===== src/rtl/psram_arb_pkg.sv =====
// Shared types and constants for the PSRAM requester arbiter.
package psram_arb_pkg;

  localparam int unsigned ADDR_W_DEF = 23;
  localparam int unsigned DATA_W     = 32;
  localparam int unsigned STRB_W     = DATA_W / 8;

  typedef enum logic [1:0] {
    StIdle  = 2'd0,
    StReq   = 2'd1,
    StDrain = 2'd2
  } arb_state_e;

endpackage


===== src/rtl/rr_picker.sv =====
// Round-robin winner selection: the port after last_grant has highest priority.
module rr_picker #(
  parameter int unsigned NUM_REQ = 2
) (
  input  logic [NUM_REQ-1:0] req_valid,
  input  logic [1:0]         last_grant,
  output logic [1:0]         winner,
  output logic               any_valid
);

  // Scan last_grant+1 .. last_grant+NUM_REQ (mod NUM_REQ); the first valid port wins.
  always_comb begin
    winner    = '0;
    any_valid = 1'b0;
    for (int off = 1; off <= int'(NUM_REQ); off++) begin
      for (int i = 0; i < int'(NUM_REQ); i++) begin
        if (!any_valid && req_valid[i] &&
            ((int'(last_grant) + off) % int'(NUM_REQ)) == i) begin
          winner    = 2'(i);
          any_valid = 1'b1;
        end
      end
    end
  end

endmodule


===== src/rtl/psram_arbiter.sv =====
// Round-robin arbiter sharing one qqspi PSRAM controller among NUM_REQ requesters.
module psram_arbiter
  import psram_arb_pkg::*;
#(
  parameter int unsigned NUM_REQ = 2,
  parameter int unsigned ADDR_W  = ADDR_W_DEF
) (
  input  logic                      clk,
  input  logic                      resetn,
  input  logic [NUM_REQ-1:0]        req_valid,
  output logic [NUM_REQ-1:0]        req_ready,
  input  logic [NUM_REQ*ADDR_W-1:0] req_addr,
  input  logic [NUM_REQ*DATA_W-1:0] req_wdata,
  input  logic [NUM_REQ*STRB_W-1:0] req_wstrb,
  output logic [DATA_W-1:0]         req_rdata,
  output logic                      mem_valid,
  output logic [ADDR_W-1:0]         mem_addr,
  output logic [DATA_W-1:0]         mem_wdata,
  output logic [STRB_W-1:0]         mem_wstrb,
  input  logic                      mem_ready,
  input  logic [DATA_W-1:0]         mem_rdata,
  output logic [1:0]                grant_id,
  output logic                      busy
);

  arb_state_e          state_q, state_d;
  logic                mem_valid_q, mem_valid_d;
  logic [ADDR_W-1:0]   mem_addr_q, mem_addr_d;
  logic [DATA_W-1:0]   mem_wdata_q, mem_wdata_d;
  logic [STRB_W-1:0]   mem_wstrb_q, mem_wstrb_d;
  logic [NUM_REQ-1:0]  req_ready_q, req_ready_d;
  logic [DATA_W-1:0]   req_rdata_q, req_rdata_d;
  logic [1:0]          grant_q, grant_d;
  logic [1:0]          last_q, last_d;
  logic [1:0]          winner;
  logic                any_valid;

  rr_picker #(
    .NUM_REQ(NUM_REQ)
  ) u_picker (
    .req_valid (req_valid),
    .last_grant(last_q),
    .winner    (winner),
    .any_valid (any_valid)
  );

  // State and registered outputs; last grant resets to the top port so port 0 wins first.
  always_ff @(posedge clk or posedge resetn) begin
    if (resetn) begin
      state_q     <= StIdle;
      mem_valid_q <= 1'b0;
      mem_addr_q  <= '0;
      mem_wdata_q <= '0;
      mem_wstrb_q <= '0;
      req_ready_q <= '0;
      req_rdata_q <= '0;
      grant_q     <= '0;
      last_q      <= 2'(NUM_REQ - 1);
    end else begin
      state_q     <= state_d;
      mem_valid_q <= mem_valid_d;
      mem_addr_q  <= mem_addr_d;
      mem_wdata_q <= mem_wdata_d;
      mem_wstrb_q <= mem_wstrb_d;
      req_ready_q <= req_ready_d;
      req_rdata_q <= req_rdata_d;
      grant_q     <= grant_d;
      last_q      <= last_d;
    end
  end

  // Next-state: grant in idle, wait for mem_ready, then wait for it to drop before re-arbitrating.
  always_comb begin
    state_d     = state_q;
    mem_valid_d = mem_valid_q;
    mem_addr_d  = mem_addr_q;
    mem_wdata_d = mem_wdata_q;
    mem_wstrb_d = mem_wstrb_q;
    req_ready_d = '0;
    req_rdata_d = req_rdata_q;
    grant_d     = grant_q;
    last_d      = last_q;
    unique case (state_q)
      StIdle: begin
        if (any_valid) begin
          for (int i = 0; i < int'(NUM_REQ); i++) begin
            if (winner == 2'(i)) begin
              mem_addr_d  = req_addr[i*ADDR_W +: ADDR_W];
              mem_wdata_d = req_wdata[i*DATA_W +: DATA_W];
              mem_wstrb_d = req_wstrb[i*STRB_W +: STRB_W];
            end
          end
          mem_valid_d = 1'b1;
          grant_d     = winner;
          state_d     = StReq;
        end
      end
      StReq: begin
        if (mem_ready) begin
          mem_valid_d = 1'b0;
          req_rdata_d = mem_rdata;
          for (int i = 0; i < int'(NUM_REQ); i++) begin
            if (grant_q == 2'(i)) req_ready_d[i] = 1'b1;
          end
          last_d  = grant_q;
          state_d = StDrain;
        end
      end
      StDrain: begin
        // The controller holds ready until it sees mem_valid low; wait it out.
        if (!mem_ready) state_d = StIdle;
      end
      default: state_d = StIdle;
    endcase
  end

  assign mem_valid = mem_valid_q;
  assign mem_addr  = mem_addr_q;
  assign mem_wdata = mem_wdata_q;
  assign mem_wstrb = mem_wstrb_q;
  assign req_ready = req_ready_q;
  assign req_rdata = req_rdata_q;
  assign grant_id  = grant_q;
  assign busy      = (state_q != StIdle);

endmodule


===== config.mk =====
export PLATFORM = sky130hd
export DESIGN_NAME = psram_arbiter
export DESIGN_NICKNAME = d
export VERILOG_FILES = /design/src/rtl/psram_arb_pkg.sv /design/src/rtl/rr_picker.sv /design/src/rtl/psram_arbiter.sv
export SDC_FILE = /design/constraint.sdc
export NUM_CORES = 1
export LEC_CHECK = 0
export CAP_MARGIN = 15
export CORE_UTILIZATION = 39
export CTS_CLUSTER_SIZE = 40
export DETAILED_ROUTE_END_ITERATION = 6
export PLACE_DENSITY_LB_ADDON = 0.3
export SLEW_MARGIN = 20
export SYNTH_ARGS = -nofsm -noshare
export SYNTH_HDL_FRONTEND = slang
export SYNTH_HIERARCHICAL = 1
export SYNTH_SLANG_ARGS = --single-unit

===== constraint.sdc =====
create_clock -name clk -period 4.34 [get_ports clk]
set_input_delay 1.085 -clock clk [delete_from_list [all_inputs] [get_ports clk]]
set_output_delay 1.085 -clock clk [all_outputs]
set_load 0.005 [all_outputs]

# Word-level counts from Yosys, hierarchy flattened
# Cells that the tools add are included.
dict set report classes {
  n_addsub 2
  n_eq_ne 9
  muxes 24
  n_bitwise 2
  reduce_logical 23
}
# op count
set ops {}
lappend ops {{32-bit logical NOT} 2}
lappend ops {{32-bit 2-to-1 mux} 2}
lappend ops {{23-bit 2-to-1 mux} 2}
lappend ops {{1-bit 2-to-1 mux} 11}
lappend ops {{2-bit 2-to-1 mux} 5}
lappend ops {{3-bit AND reduction} 3}
lappend ops {{4-bit 2-to-1 mux} 2}
lappend ops {{1-bit logical AND} 7}
lappend ops {{2-bit == test (second input constant)} 3}
lappend ops {{2-bit logical NOT} 3}
lappend ops {{2-bit inequality test (second input constant)} 3}
lappend ops {{2-bit one-hot mux with 3 select lines} 1}
lappend ops {{2-bit nonzero test} 3}
lappend ops {{2-bit AND reduction} 2}
lappend ops {{1-bit logical NOT} 3}
lappend ops {{1-bit adder (second input constant)} 2}
lappend ops {{1-bit AND (first input constant)} 2}
lappend ops {{1-bit == test (second input constant)} 2}
lappend ops {{2-bit by 1-bit == test with 1-bit output (second input constant)} 1}
lappend ops {{1-bit one-hot mux with 2 select lines} 1}
dict set report word_totals {
  register_bits 98
  inputBits 155
  output_inout_bits 97
  wordCells 69
}

# Logic depth before layout (Yosys ltp)
# Gate-level depths: netlist of run 1.
dict set report logic_depth {
  depth_word 20
  ltp_mapped 5
  ltp_nobuf 3
}

# By module
# The synthesis of run 1 kept the hierarchy.
# module n_inst cells_each area_per_inst_um2 seq_area_each_um2
set by_module_without_submodules {}
lappend by_module_without_submodules {psram_arbiter 1 285 4501.8 2503.7}
lappend by_module_without_submodules {rr_picker 1 4 25.0 0.0}

# Worst setup path before layout of run 1
# Ideal clock, no wire load.
dict set report synth_path {
  path_kind {input to register}
  startpoint {in req_valid[1]}
  endpoint {reg mem_wdata_q[6], in the netlist mem_wdata[6]}
  setup_ps 127
  t_arrival_ps 2386
  t_required_ps 4213
  setup_slack_ps 1827
  path_stages 5
  path_buffers 2
  cell_sequence {a21boi_1 -> clkbuf_1 -> clkbuf_1 -> mux2_2 -> mux2_1}
}
dict set report synth_between {
  elab_chain_cells 14
  elab_cells_between_ends 19
  cone_classes {1 x eq/ne; 7 x mux; 11 x reduce/logical}
}
# item line_no
set synth_lines {}
lappend synth_lines {{from (decl)} psram_arbiter.sv:10} ;# input logic [NUM_REQ-1:0] req_valid,
lappend synth_lines {{1-bit logical AND (2 in series)} rr_picker.sv:17} ;# if (!any_valid && req_valid[i] &&
lappend synth_lines {{1-bit 2-to-1 mux} rr_picker.sv:17}
lappend synth_lines {{1-bit logical NOT} rr_picker.sv:17}
lappend synth_lines {{1-bit logical AND (2 in series)} rr_picker.sv:17}
lappend synth_lines {{1-bit 2-to-1 mux} rr_picker.sv:17}
lappend synth_lines {{1-bit logical NOT} rr_picker.sv:17}
lappend synth_lines {{1-bit logical AND (2 in series)} rr_picker.sv:17}
lappend synth_lines {{1-bit 2-to-1 mux} rr_picker.sv:17}
lappend synth_lines {{2-bit logical NOT / 1-bit == test (equally long branches)} psram_arbiter.sv:87} ;# if (winner == 2'(i)) begin
lappend synth_lines {{2-bit nonzero test (no line)} n/a}
lappend synth_lines {{3-bit AND reduction (no line)} n/a}
lappend synth_lines {{to (signal assigned)} psram_arbiter.sv:63} ;# mem_wdata_q <= mem_wdata_d;
lappend synth_lines {{to (decl)} psram_arbiter.sv:29} ;# logic [DATA_W-1:0] mem_wdata_q, mem_wdata_d;
# Parallel ways exist; a longest one is shown, timed or not.
# A chain may end at the register's enable or synchronous reset.

# Final worst setup path of run 1
dict set report layout_path {
  startpoint {in req_valid[1]}
  endpoint {reg mem_wdata_q[7], in the netlist mem_wdata[7]}
}
dict set report layout_between {
  elab_chain_cells 14
  elab_cells_between_ends 19
  cone_classes {1 x eq/ne; 7 x mux; 11 x reduce/logical}
}
# item line_no
set layout_lines {}
lappend layout_lines {{1-bit logical AND (2 in series)} rr_picker.sv:17}
lappend layout_lines {{1-bit 2-to-1 mux} rr_picker.sv:17}
lappend layout_lines {{1-bit logical NOT} rr_picker.sv:17}
lappend layout_lines {{1-bit logical AND (2 in series)} rr_picker.sv:17}
lappend layout_lines {{1-bit 2-to-1 mux} rr_picker.sv:17}
lappend layout_lines {{1-bit logical NOT} rr_picker.sv:17}
lappend layout_lines {{1-bit logical AND (2 in series)} rr_picker.sv:17}
lappend layout_lines {{1-bit 2-to-1 mux *} rr_picker.sv:17}
lappend layout_lines {{via winner[0]} psram_arbiter.sv:35} ;# logic [1:0] winner;
lappend layout_lines {{2-bit logical NOT / 1-bit == test (equally long branches)} psram_arbiter.sv:87}
lappend layout_lines {{2-bit nonzero test (no line)} n/a}
lappend layout_lines {{3-bit AND reduction (no line)} n/a}
# Mark *: on every way through the listed nets, which the timed path passes. The rest lies on a longest branch.

==> metrics.txt, run 1 <==
status=complete, no violations; final number of hold-violating endpoints=0; clk sinks=99; initial core utilization=40.7%; Leakage=about 3.0 nW; Clock Tree Buf Depth=2; Placed Cells incl. Taps=between 600 and 700; reg2reg setup slack=2350 ps; routed len/inst=17.2 um; CTS tree=done; vias in the first global route=3592; critical path startpoint=req_valid[1]; GPL Wtd Cong=0.701; gr ovfl total=0; most common cell after layout, fill and taps aside=clkdlybuf4s50_1; IO Pins=252; critical path, cell by cell=clkdlybuf4s50_1 -> a21boi_4 -> buf_4 -> mux2_2 -> mux2_1; vias per inst=4.77; Fin Clk Skew=4.20 ps; Slew @ Worst Pin=778 ps; RSZ-0062 raised after global routing=no; Final setup violation count=0; FF-to-FF End=mem_wdata[7]; Die ar.=0.0119 mm2; f_max=351 MHz; largest net degree at the start of global routing=61; FP Rows=38; Critical Path Max Stage Delay=590 ps; Slew Viols, Final=0; dpl hpwl=approximately 8.6 mm; ant diodes=0; cell depth of the worst setup path=5; die height=109 um; startpoint types=primary input; All-Layer GR Usage=a little under 20%; Routed Antenna Nets=0; Fillers=about 820; Worst EP required=around 4600 ps; die width=109 um; max_slew headroom=between 40% and 50%; Critical Path Sink Type=flip-flop; critical path's slowest cell=buf_4; syn nets=442; Max-cap violations=0; DRT Pass-1 Iters=4; hold bufs inserted after CTS=0; type of the worst setup path=in2reg; final setup TNS=0 ps; H-tree levels=3; Post-Route WL=11.7 mm; I/O Buffers=251; Setup crit end=mem_wdata[7]; clk slew on worst S/H paths=70 ps; PwrDens=616 mW/mm2; total chip power=4.57 mW; Synth Instances=287; CTS Buf Count=9; Yosys warning count=6; final worst slack=about 1500 ps; via count=3244; CP arrival=slightly above 3000 ps; 1st-iter DRT viols=89; Final nets=690; Worst Hold Class=reg2reg; crit path time final=2850 ps; FF-to-FF Start=last_q[0]; clock latency at the later pin of the worst-skew pair=330 ps; DRC Markers=0; FF-to-FF path depth=4; syn avg cell area=roughly 16 um2; Syn-to-layout area delta=65.4%; antenna violations before repair=0; fin cells=680; CP Buf/Inv Count=2; crit share post-route=between 60% and 70%; WHS=483 ps; Root Driver=clkbuf_16; Crit path max-delay family=buffers and inverters; Mapped Area=0.00449 mm2; first-pass GRT wire length=about 18 mm; VDD IR max=0.000360 V; Resized Gates After CTS=0; commonest cells after routing, fill and taps aside=clkdlybuf4s50_1, mux2_2, dfrtp_1, mux2_4, clkbuf_16; Placement Setup Slack=1110 ps; CP Max Fanout=60; Core Region=0.0110 mm2; setup repair bufs after CTS=0; layout cell share with drive strength beyond 1=32.8%
-- cell type report --
| class | instances | area, um2 | area share [%] |
|---|---|---|---|
| Clock buffer | 9 | 225 | 3.03 |
| Clock inverter | 7 | 92.6 | 1.25 |
| Multi-Input combinational cell | 168 | 1890 | 25.4 |
| Inverter | 1 | 6.26 | 0.0842 |
| Timing Repair Buffer | 256 | 2560 | 34.5 |
| Sequential cell | 99 | 2480 | 33.4 |
| Tap cell | 140 | 175 | 2.36 |
-- worst min path at each step --
| stage | from | end | cells after the start |
|---|---|---|---|
| detailed placement | mem_valid | mem_valid | 1 |
| finish | mem_valid | mem_valid | 1 |
| global route | mem_wdata[7] | mem_wdata[7] | 1 |
| CTS | mem_valid | mem_valid | 1 |
| global placement | mem_valid | mem_valid | 1 |
| floorplan | mem_valid | mem_valid | 1 |
-- registers in the layout, summed over array words and instances (netlist names) --
signal,cells
grant_id,2
last_q,1
mem_addr,23
mem_valid,1
mem_wdata,32
mem_wstrb,4
req_rdata,32
req_ready,2
state_q,2
-- power breakdown --
part / switching, mW / internal [mW]
clock: 0.342 / 0.503
sequential: 0.261 / 1.40
combinational: 0.611 / 1.46
total: 1.21 / 3.36
-- per-layer routing --
| layer | up-vias | global-route usage (%) | share of wire, % |
|---|---|---|---|
| li1 | 1512 | - | - |
| met1 | 1572 | 20.9 | 36 |
| met2 | 146 | 36.9 | 53 |
| met3 | 14 | 6.28 | 9.8 |
| met4 | 0 | 7.24 | 1.6 |
| met5 | - | 0 | 0 |
-- worst reg2reg max path: cells and delay by family (launching register included) --
family | cells | cell delay [ps]
AOI/OAI and AO/OA | 1 | 130
buffers and inverters | 1 | 590
muxes | 2 | 760
DFF | 1 | 380
-- metrics by stage --
step                instance area [um2]  utilization, %
floorplan                          4490               -
detailed placement                 7110            64.5
finish                             7430            67.3
global placement                   7110            64.5
CTS                                7430            67.3
global route                       7430            67.3
(Power assumes the default switching activity.)
==> inputs of run 2 (changes only) <==
- CORE_UTILIZATION: 39 -> 35
- clock period: 4.34 -> 2.36 ns (I/O delays scaled with it)
==> run 2 against run 1 <==
Count of clock-buffer cells in the layout grew 1. Design area grew 2.0%. Global-route usage shrank 2.7 points. Worst setup slack lost 1300 ps. Clock power grew 87%. Sequential share of layout area shrank 0.65 points. Critical path type is now reg2out.
==> metrics.txt, run 2 (synthesis gave the netlist of run 1 again) <==
status=complete, no violations; H-tree levels=3; RSZ-0062 raised after global routing=no; total chip power=8.51 mW; VDD IR max=0.000596 V; final core utilization=between 60 and 70%; hold bufs inserted after CTS=0; gr ovfl total=0; clock latency at the later pin of the worst-skew pair=around 350 ps; final instance area=roughly 0.0076 mm2; setup repair bufs after CTS=0; antenna violations before repair=0; critical path's slowest cell=clkdlybuf4s50_1; DRT Pass-1 Iters=4; HP Start=mem_valid; routed len/inst=15.7 um; Die ar.=0.0133 mm2; Critical Path Sink Type=primary output; 1st-iter DRT viols=72; commonest cells after routing, fill and taps aside=clkdlybuf4s50_1, mux2_2, dfrtp_1, mux2_4, clkbuf_16; Clock Tree Buf Depth=2; PwrDens=about 1100 mW/mm2; crit share post-route=93.6%; FF-to-FF End=mem_addr[2]; type of the worst setup path=reg2out; FF-to-FF Start=last_q[0]; Final nets=slightly below 700; layout cell share with drive strength beyond 1=33.5%; Post-Route WL=11.2 mm; max_slew headroom=~65%; Leakage=3.06 nW; critical path, cell by cell=or2_2 -> clkdlybuf4s50_1; crit path time final=2210 ps; Max-cap violations=0; Root Driver=clkbuf_16; GPL Wtd Cong=slightly below 0.7; CP arrival=1620 ps; ant diodes=0; Routed Antenna Nets=0; Slew @ Worst Pin=between 500 and 600 ps; Core Region=0.0126 mm2; dpl hpwl=8.53 mm; Setup crit end=busy; vias per inst=about 4.5; FF-to-FF path depth=4; f_max=approximately 450 MHz; Syn-to-layout area delta=68.7%; FP Rows=41; CTS tree=done; clk sinks=99; Slew Viols, Final=0; IO Pins=252; CTS Buf Count=9; reg2reg setup slack=730 ps; Fin Clk Skew=~6.1 ps; largest net degree at the start of global routing=100; die width=115 um; WHS=~480 ps; I/O Buffers=251; first-pass GRT wire length=approximately 17 mm; cell depth of the worst setup path=2; Worst EP required=~1800 ps; Critical Path Max Stage Delay=between 400 and 500 ps; clk slew on worst S/H paths=approximately 60 ps; critical path startpoint=state_q[0]; final setup TNS=0 ps; via count=3257; CP Buf/Inv Count=1; CP Max Fanout=7; All-Layer GR Usage=17.1%; DRC Markers=0; Crit path max-delay family=buffers and inverters; Final setup violation count=0; Resized Gates After CTS=0; initial core utilization=between 30% and 40%; vias in the first global route=3372; placed cell areas=0.00725 mm2; most common cell after layout, fill and taps aside=clkdlybuf4s50_1; Worst Hold Class=reg2reg; startpoint types=flip-flop; die height=between 100 and 150 um; final number of hold-violating endpoints=0
-- run 2: changes by cell type in the layout (fill, tap and decap cells not counted) --
| cell | before | now |
|---|---|---|
| buf_12 | 1 | 5 |
| buf_4 | 4 | 6 |
| clkbuf_8 | 0 | 1 |
| clkinv_2 | 2 | 1 |
| clkinv_4 | 0 | 1 |
| inv_4 | 1 | 0 |
-- run 2: how the worst min path moves through the flow --
| stage | depth (start not counted) | end |
|---|---|---|
| global route | 1 | mem_wdata[19] |
| floorplan | 1 | mem_valid |
| CTS | 1 | mem_valid |
| detailed placement | 1 | mem_valid |
| global placement | 1 | mem_valid |
| finish | 1 | mem_valid |
-- run 2: report_power, final --
part | total [mW] | switching [mW] | internal [mW] | leakage (nW)
logic | 3.88 | 1.12 | 2.76 | 1.74
clock network | 1.58 | 0.627 | 0.957 | 0.155
registers | 3.04 | 0.475 | 2.57 | 1.17
-- run 2: layout make-up --
cell class                      instances  area (um2)
Multi-Input combinational cell        168        1890
Tap cell                              172         215
Clock buffer                           10         239
Clock inverter                          6        88.8
Fill cell                             998        4990
Timing Repair Buffer                  262        2660
Inverter                                1        7.51
Sequential cell                        99        2480
-- run 2: layer usage --
metal	part of all wire, %	vias up	GRT usage [%]
li1	-	1530	-
met1	38	1565	18.0
met2	50	149	30.2
met3	9.9	13	7.06
met4	1.6	0	7.27
met5	0	-	0
-- run 2: stage by stage --
| stage | instances | setup WS (ps) |
|---|---|---|
| floorplan | 287 | 342 |
| global placement | 702 | 34.5 |
| detailed placement | 702 | 0.903 |
| CTS | 718 | 104 |
| global route | 718 | 89.3 |
| finish | 718 | 152 |
-- run 2: worst reg2reg max path: cells and delay by family, from the launching register on --
kind	cells	cell delay [ps]
flops	1	380
buf+inv	1	240
mux	2	680
compound gates	1	210
